===== src/rtl/divider_sequential.sv =====
// Restoring sequential divider: one quotient bit per clock behind a valid/ready handshake.
// Define DIVIDER_SIGNED_EN to add the signed_op port for two's-complement division.
module divider_sequential #(
    parameter int WIDTH = 32
) (
    input  logic             clk,
    input  logic             reset,
`ifdef DIVIDER_SIGNED_EN
    input  logic             signed_op,
`endif
    input  logic [WIDTH-1:0] a,
    input  logic [WIDTH-1:0] b,
    input  logic             valid_in,
    output logic             ready,
    output logic [WIDTH-1:0] q,
    output logic [WIDTH-1:0] r,
    output logic             valid_out,
    output logic             div_by_zero
);

    localparam int CW = $clog2(WIDTH + 1);
    localparam logic [CW-1:0] LAST_ITER = CW'(WIDTH - 1);

    typedef enum logic [1:0] {
        IDLE,
        RUN,
        DONE
    } state_t;

    state_t           r_state;
    state_t           w_nextState;
    logic [CW-1:0]    r_count;
    logic [WIDTH-1:0] r_rem;
    logic [WIDTH-1:0] r_dvd;
    logic [WIDTH-1:0] r_div;
    logic [WIDTH-1:0] r_q;
    logic [WIDTH-1:0] r_r;
    logic             r_dbz;
    logic             r_negQ;
    logic             r_negR;

    logic [WIDTH:0]   w_shift;
    logic             w_qbit;
    logic [WIDTH-1:0] w_remNext;
    logic [WIDTH-1:0] w_qNew;
    logic [WIDTH-1:0] w_qFinal;
    logic [WIDTH-1:0] w_rFinal;
    logic [WIDTH-1:0] w_aMag;
    logic [WIDTH-1:0] w_bMag;
    logic             w_negQ;
    logic             w_negR;

    // Signed requests are divided as magnitudes; the result signs are remembered for the final load.
`ifdef DIVIDER_SIGNED_EN
    logic w_aNeg;
    logic w_bNeg;
    assign w_aNeg = signed_op & a[WIDTH-1];
    assign w_bNeg = signed_op & b[WIDTH-1];
    assign w_aMag = w_aNeg ? -a : a;
    assign w_bMag = w_bNeg ? -b : b;
    assign w_negQ = (w_aNeg ^ w_bNeg) & (b != '0);
    assign w_negR = w_aNeg;
`else
    assign w_aMag = a;
    assign w_bMag = b;
    assign w_negQ = 1'b0;
    assign w_negR = 1'b0;
`endif

    // The shifted remainder is always below 2*divisor, so the low WIDTH bits of the difference suffice.
    assign w_shift   = {r_rem, r_dvd[WIDTH-1]};
    assign w_qbit    = (w_shift >= {1'b0, r_div});
    assign w_remNext = w_qbit ? (w_shift[WIDTH-1:0] - r_div) : w_shift[WIDTH-1:0];
    assign w_qNew    = {r_dvd[WIDTH-2:0], w_qbit};
    assign w_qFinal  = r_negQ ? -w_qNew : w_qNew;
    assign w_rFinal  = r_negR ? -w_remNext : w_remNext;

    always_ff @(posedge clk) begin
        if (reset) r_state <= IDLE;
        else       r_state <= w_nextState;
    end

    always_comb begin
        w_nextState = r_state;
        case (r_state)
            IDLE:    if (valid_in) w_nextState = RUN;
            RUN:     if (r_count == LAST_ITER) w_nextState = DONE;
            DONE:    w_nextState = IDLE;
            default: w_nextState = IDLE;
        endcase
    end

    always_ff @(posedge clk) begin
        if (reset) begin
            r_count <= '0;
            r_rem   <= '0;
            r_dvd   <= '0;
            r_div   <= '0;
            r_q     <= '0;
            r_r     <= '0;
            r_dbz   <= 1'b0;
            r_negQ  <= 1'b0;
            r_negR  <= 1'b0;
        end else begin
            case (r_state)
                IDLE: begin
                    if (valid_in) begin
                        r_count <= '0;
                        r_rem   <= '0;
                        r_dvd   <= w_aMag;
                        r_div   <= w_bMag;
                        r_negQ  <= w_negQ;
                        r_negR  <= w_negR;
                    end
                end
                RUN: begin
                    r_rem   <= w_remNext;
                    r_dvd   <= w_qNew;
                    r_count <= r_count + 1'b1;
                    if (r_count == LAST_ITER) begin
                        r_q   <= w_qFinal;
                        r_r   <= w_rFinal;
                        r_dbz <= (r_div == '0);
                    end
                end
                default: begin
                end
            endcase
        end
    end

    assign ready       = (r_state == IDLE);
    assign valid_out   = (r_state == DONE);
    assign q           = r_q;
    assign r           = r_r;
    assign div_by_zero = r_dbz;

endmodule


===== config.mk =====
export PLATFORM = sky130hd
export DESIGN_NAME = divider_sequential
export DESIGN_NICKNAME = d
export VERILOG_FILES = /design/src/rtl/divider_sequential.sv
export SDC_FILE = /design/constraint.sdc
export NUM_CORES = 1
export LEC_CHECK = 0
export ABC_AREA = 0
export BUFFER_PORTS_ARGS = -buffer_cell sky130_fd_sc_hd__buf_2
export CAP_MARGIN = 10
export CORE_ASPECT_RATIO = 1.4
export CORE_MARGIN = 8
export CORE_UTILIZATION = 55
export DETAILED_ROUTE_END_ITERATION = 10
export PLACE_DENSITY = 0.79
export SLEW_MARGIN = 20
export SYNTH_ARGS = -nofsm -noshare
export SYNTH_HDL_FRONTEND = slang
export SYNTH_SLANG_ARGS = --single-unit

===== constraint.sdc =====
create_clock -name clk -period 2.9 [get_ports clk]
set_input_delay 0.58 -clock clk [delete_from_list [all_inputs] [get_ports clk]]
set_output_delay 0.58 -clock clk [all_outputs]
set_load 0.01 [all_outputs]

# Yosys cells after proc, flatten, opt, wreduce, memory -nomap -nowiden
# Cells that the tools add are included.
# op_classes
n_eq_ne	5
reduce_logical	7
mux	10
magnitude_cmp	1
addsub	2
# op_table
operator	n
$pmux W32 S2	2
$mux W32	3
$ge A33 B32 Y1	1
$logic_not A32 Y1	1
$sub A32 B32 Y32	1
$pmux W6 S2	1
$reduce_and A2 Y1	4
$add A6 B1 Y6 const B	1
$eq A6 B5 Y1 const B	1
$mux W6	1
$mux W2	2
$ne A2 B2 Y1 const B	2
$pmux W2 S2	1
$eq A2 B1 Y1 const B	1
$eq A2 B2 Y1 const B	1
$logic_not A2 Y1	1
$reduce_bool A2 Y1	1
# totals
input_bits	67
register_bits	169

# Depth between registers and ports, before layout
# depth
depth_word	3
ltp_mapped	12

# Worst setup path after synthesis
# Ideal clock, no wire load.
# synth_path
path_kind	register -> register
from	reg r_div[14]
to	reg r_r[10], in the netlist r[10]
arrival_ps	2573
path_stages_with_launch	12
setup_ps	86
required_time_ps	2814
synth_period_minus_slack_ps	2658
setup_slack_ps	242
path_buffers	2
path_cell_list	dfxtp_1 > inv_1 > ha_1 > buf_2 > nand4_1 > or3_1 > a31o_4 > a211oi_4 > nor2_2 > buf_4 > mux2i_1 > a211oi_1
# synth_between
elab_chain_len	2
# synth_rtl
item	line_no	rtl
from (decl)	35	logic [WIDTH-1:0] r_div;
from (signal assigned)	111	r_div <= w_bMag;
$ge A33 B32 Y1	72	assign w_qbit = (w_shift >= {1'b0, r_div});
$mux W32	73	assign w_remNext = w_qbit ? (w_shift[WIDTH-1:0] - r_div) : w_shift[WIDTH-1:0];
to (signal assigned)	122	r_r <= w_rFinal;
to (decl)	37	logic [WIDTH-1:0] r_r;
# Every way passes these cells.
# A chain may end at the register's enable or synchronous reset.

# Worst setup path after layout
# layout_path
from	reg r_div[9]
to	reg r_r[28], in the netlist r[28]
# layout_between
elab_chain_len	2
# layout_rtl
item	line_no
$sub A32 B32 Y32 / $ge A33 B32 Y1 (equally long branches)	73, 72
$mux W32 *	73
# Every way passes the cells marked *; elsewhere a longest branch is shown, timed or not.

==> results.tsv <==
stage	metric	value	unit
global_routing	GR Overflow Total	0	
sta	RSZ-0062 raised after global routing	yes	
yosys	Post-synth top cells	nand2_1 (189), dfxtp_1 (169), nor2_1 (129)	
clock_tree	CTS H-tree depth	4	
yosys	Yosys cell types	59	
flow_run	number of max-cap violations	0	
clock_tree	CTS Hold Bufs	0	
yosys	most area-hungry cell type in the Yosys netlist	dfxtp_1	
sta	headroom to the max-slew limit	0.575	
global_routing	initial antenna violation count	1	
final_layout	Final Util	0.680	
route	DR vias	8028	
yosys	Yosys top cell area share	0.412	
sta	Peak Freq	354	MHz
yosys	YS warnings	0	
global_routing	All-Layer GR Usage	0.241	
yosys	number of flops mapped to enable cells by yosys	0	
sta	Final Cycle Share	0.973	
die	DIE HEIGHT	161	um
route	DR DRC count	0	
die	I/O pin total	134	
power	Overall Power	10.7	mW
final_layout	area grow syn2layout	22.3	%
route	post-route ant nets	0	
sta	fin worst setup slack	0.0775	ns
die	die width	119	um
route	number of iterations in the first detailed-routing pass	6	
clock_tree	TritonCTS Sinks	169	
outcome	status	complete, no violations	
yosys	Post-Syn Nets	1147	
die	core area	14800	um2
global_routing	vias in the first global route	8084	
sta	Slew Limit Fails	0	
power	Max IR drop VDD	784	uV
yosys	Yosys reg bits	169	
global_routing	first-pass GRT wire length	38200	um
sta	Final Hold Viols	0	
sta	min cycle time layout	2.82	ns
route	total wire length	23500	um
yosys	Cells after Synth	1046	
critical_path	Max FO, Critical Path	4	
final_layout	fraction of layout cells with a size suffix above 1	0.210	
sta	Setup TNS Final	0	ns
sta	Worst Hold Slack	0.383	ns
final_layout	Final Net Count	1282	
sta	endpoints failing setup	0	
clock_tree	Clock Latency Late Sink	0.43	ns
yosys	top-count cell post-synth	nand2_1	
placement	HPWL reported at the end of detailed placement	16300	um
route	number of DRC markers in iteration 0	591	
clock_tree	clock root buffer	clkbuf_16	
critical_path	kind of critical path	flip-flop to flip-flop	
critical_path	WP data required	3.20	ns
hold_path	Min-Delay Path Class	primary input to flip-flop	
placement	placed insts	1345	
die	Starting Density	0.556	
clock_tree	Inserted Clock Buffers	17	
power	pwr/cell area	1070	nW/um2
yosys	synthesized area	8220	um2
sta	final clock skew	0.00744	ns
yosys	register area share after synthesis	0.412	
final_layout	Non-Filler Instances	1386	
clock_tree	CTS tree	yes	
die	row count	53	
route	WL per Instance	17.0	um
placement	DP Area	9200	um2
sta	Slew @ Worst Pin	0.638	ns
global_routing	largest net degree at the start of global routing	110	
final_layout	final instance area	10000	um2
critical_path	crit path DAT	3.13	ns
placement	pre-CTS setup slack	0.0541	ns
final_layout	ant diodes	0	
route	via density per instance	5.79	
clock_tree	clk buf depth	2	
yosys	Synth async-reset ratio	0	
power	Leakage	4.31	nW
yosys	syn_area_per_cell	7.86	um2
yosys	Primary FF master, synth	dfxtp_1	
clock_tree	Worst-path clk slew	0.07	ns
critical_path	Worst Setup End Kind	flip-flop	
critical_path	Worst Setup Start Kind	flip-flop	
die	DIE AREA	19200	um2
placement	input/output buffers	133	
placement	Final GP Congestion	0.893	
yosys	Synth area leaders	dfxtp_1 (41%), nand2_1 (8.6%), a21oi_1 (6.5%)	
==> per-layer routing <==
layer | share of wire | vias up | global-route usage
li1 | - | 3935 | -
met1 | 0.39 | 3752 | 0.252
met2 | 0.50 | 269 | 0.428
met3 | 0.068 | 70 | 0.0706
met4 | 0.041 | 2 | 0.128
met5 | 0.00034 | - | 0
==> placed cells by master, fill, tap and decap left out, drive strengths merged, types with 9 or more instances in the layout <==
cell type  instances
buf              177
a21o              11
dfxtp            169
a211oi            29
nand2            189
a21oi            106
xnor2             18
a22oi             12
clkbuf            17
nand3             22
nor3               9
o21ai             48
nor4              31
ha                33
nor2             130
mux2i             26
inv               51
==> sequential cells by signal (all words and copies together) (netlist names) <==
signal       cells
r_count          6
r_state          2
r_dvd           32
div_by_zero      1
r_rem           32
r               32
r_div           32
q               32
==> worst paths after layout <==
kind	from	endpoint	slack, ns	cells after the start
setup reg to reg	r_div[9]$_SDFFE_PP0P_	r[28]$_SDFFE_PP0P_	0.08	10
setup / recovery	r_div[9]$_SDFFE_PP0P_	r[28]$_SDFFE_PP0P_	0.08	10
hold / removal	b[30]	r_div[30]$_SDFFE_PP0P_	0.38	3
hold reg to reg	q[26]$_SDFFE_PP0P_	q[26]$_SDFFE_PP0P_	0.45	2
==> logic make-up (layout without fill, tap and decap cells) <==
group           Yosys count  after routing  synth area share
fa+ha+maj                34             34            0.0527
xor+xnor                 25             25            0.0266
buf+inv                 102            250            0.0480
compound gates          269            269             0.208
flops                   169            169             0.412
simple gates            421            421             0.221
mux                      26             26            0.0317
==> critical path, cell delays in order (launching register included) <==
cell,delay (ns)
dfxtp_2,0.35
inv_1,0.07
ha_4,0.30
and3_4,0.20
nand4_1,0.12
o211a_1,0.30
o32a_1,0.42
o41a_1,0.48
a21oi_2,0.15
mux2i_1,0.23
a211oi_1,0.09
==> final cells by class <==
type,count,area (um2)
multi-input cells,775,4610
clock buffers,17,425
inverters,41,154
repair buffers,177,1040
clock inverters,15,194
well taps,192,240
flip-flops and latches,169,3390
fillers,1261,4740
==> what timing repair did <==
| item | 4_1_cts | 5_1_grt |
|---|---|---|
| endpoints found under the setup margin | 0 | 41 |
| setup buffers | 0 | 9 |
| gates resized for setup | 0 | 33 |
==> where the power goes <==
group	internal [mW]	switching [mW]	leakage [nW]
clock	1.32	1.06	0.306
combinational	2.50	3.11	2.62
sequential	2.52	0.201	1.38
(Power assumes the default switching activity.)
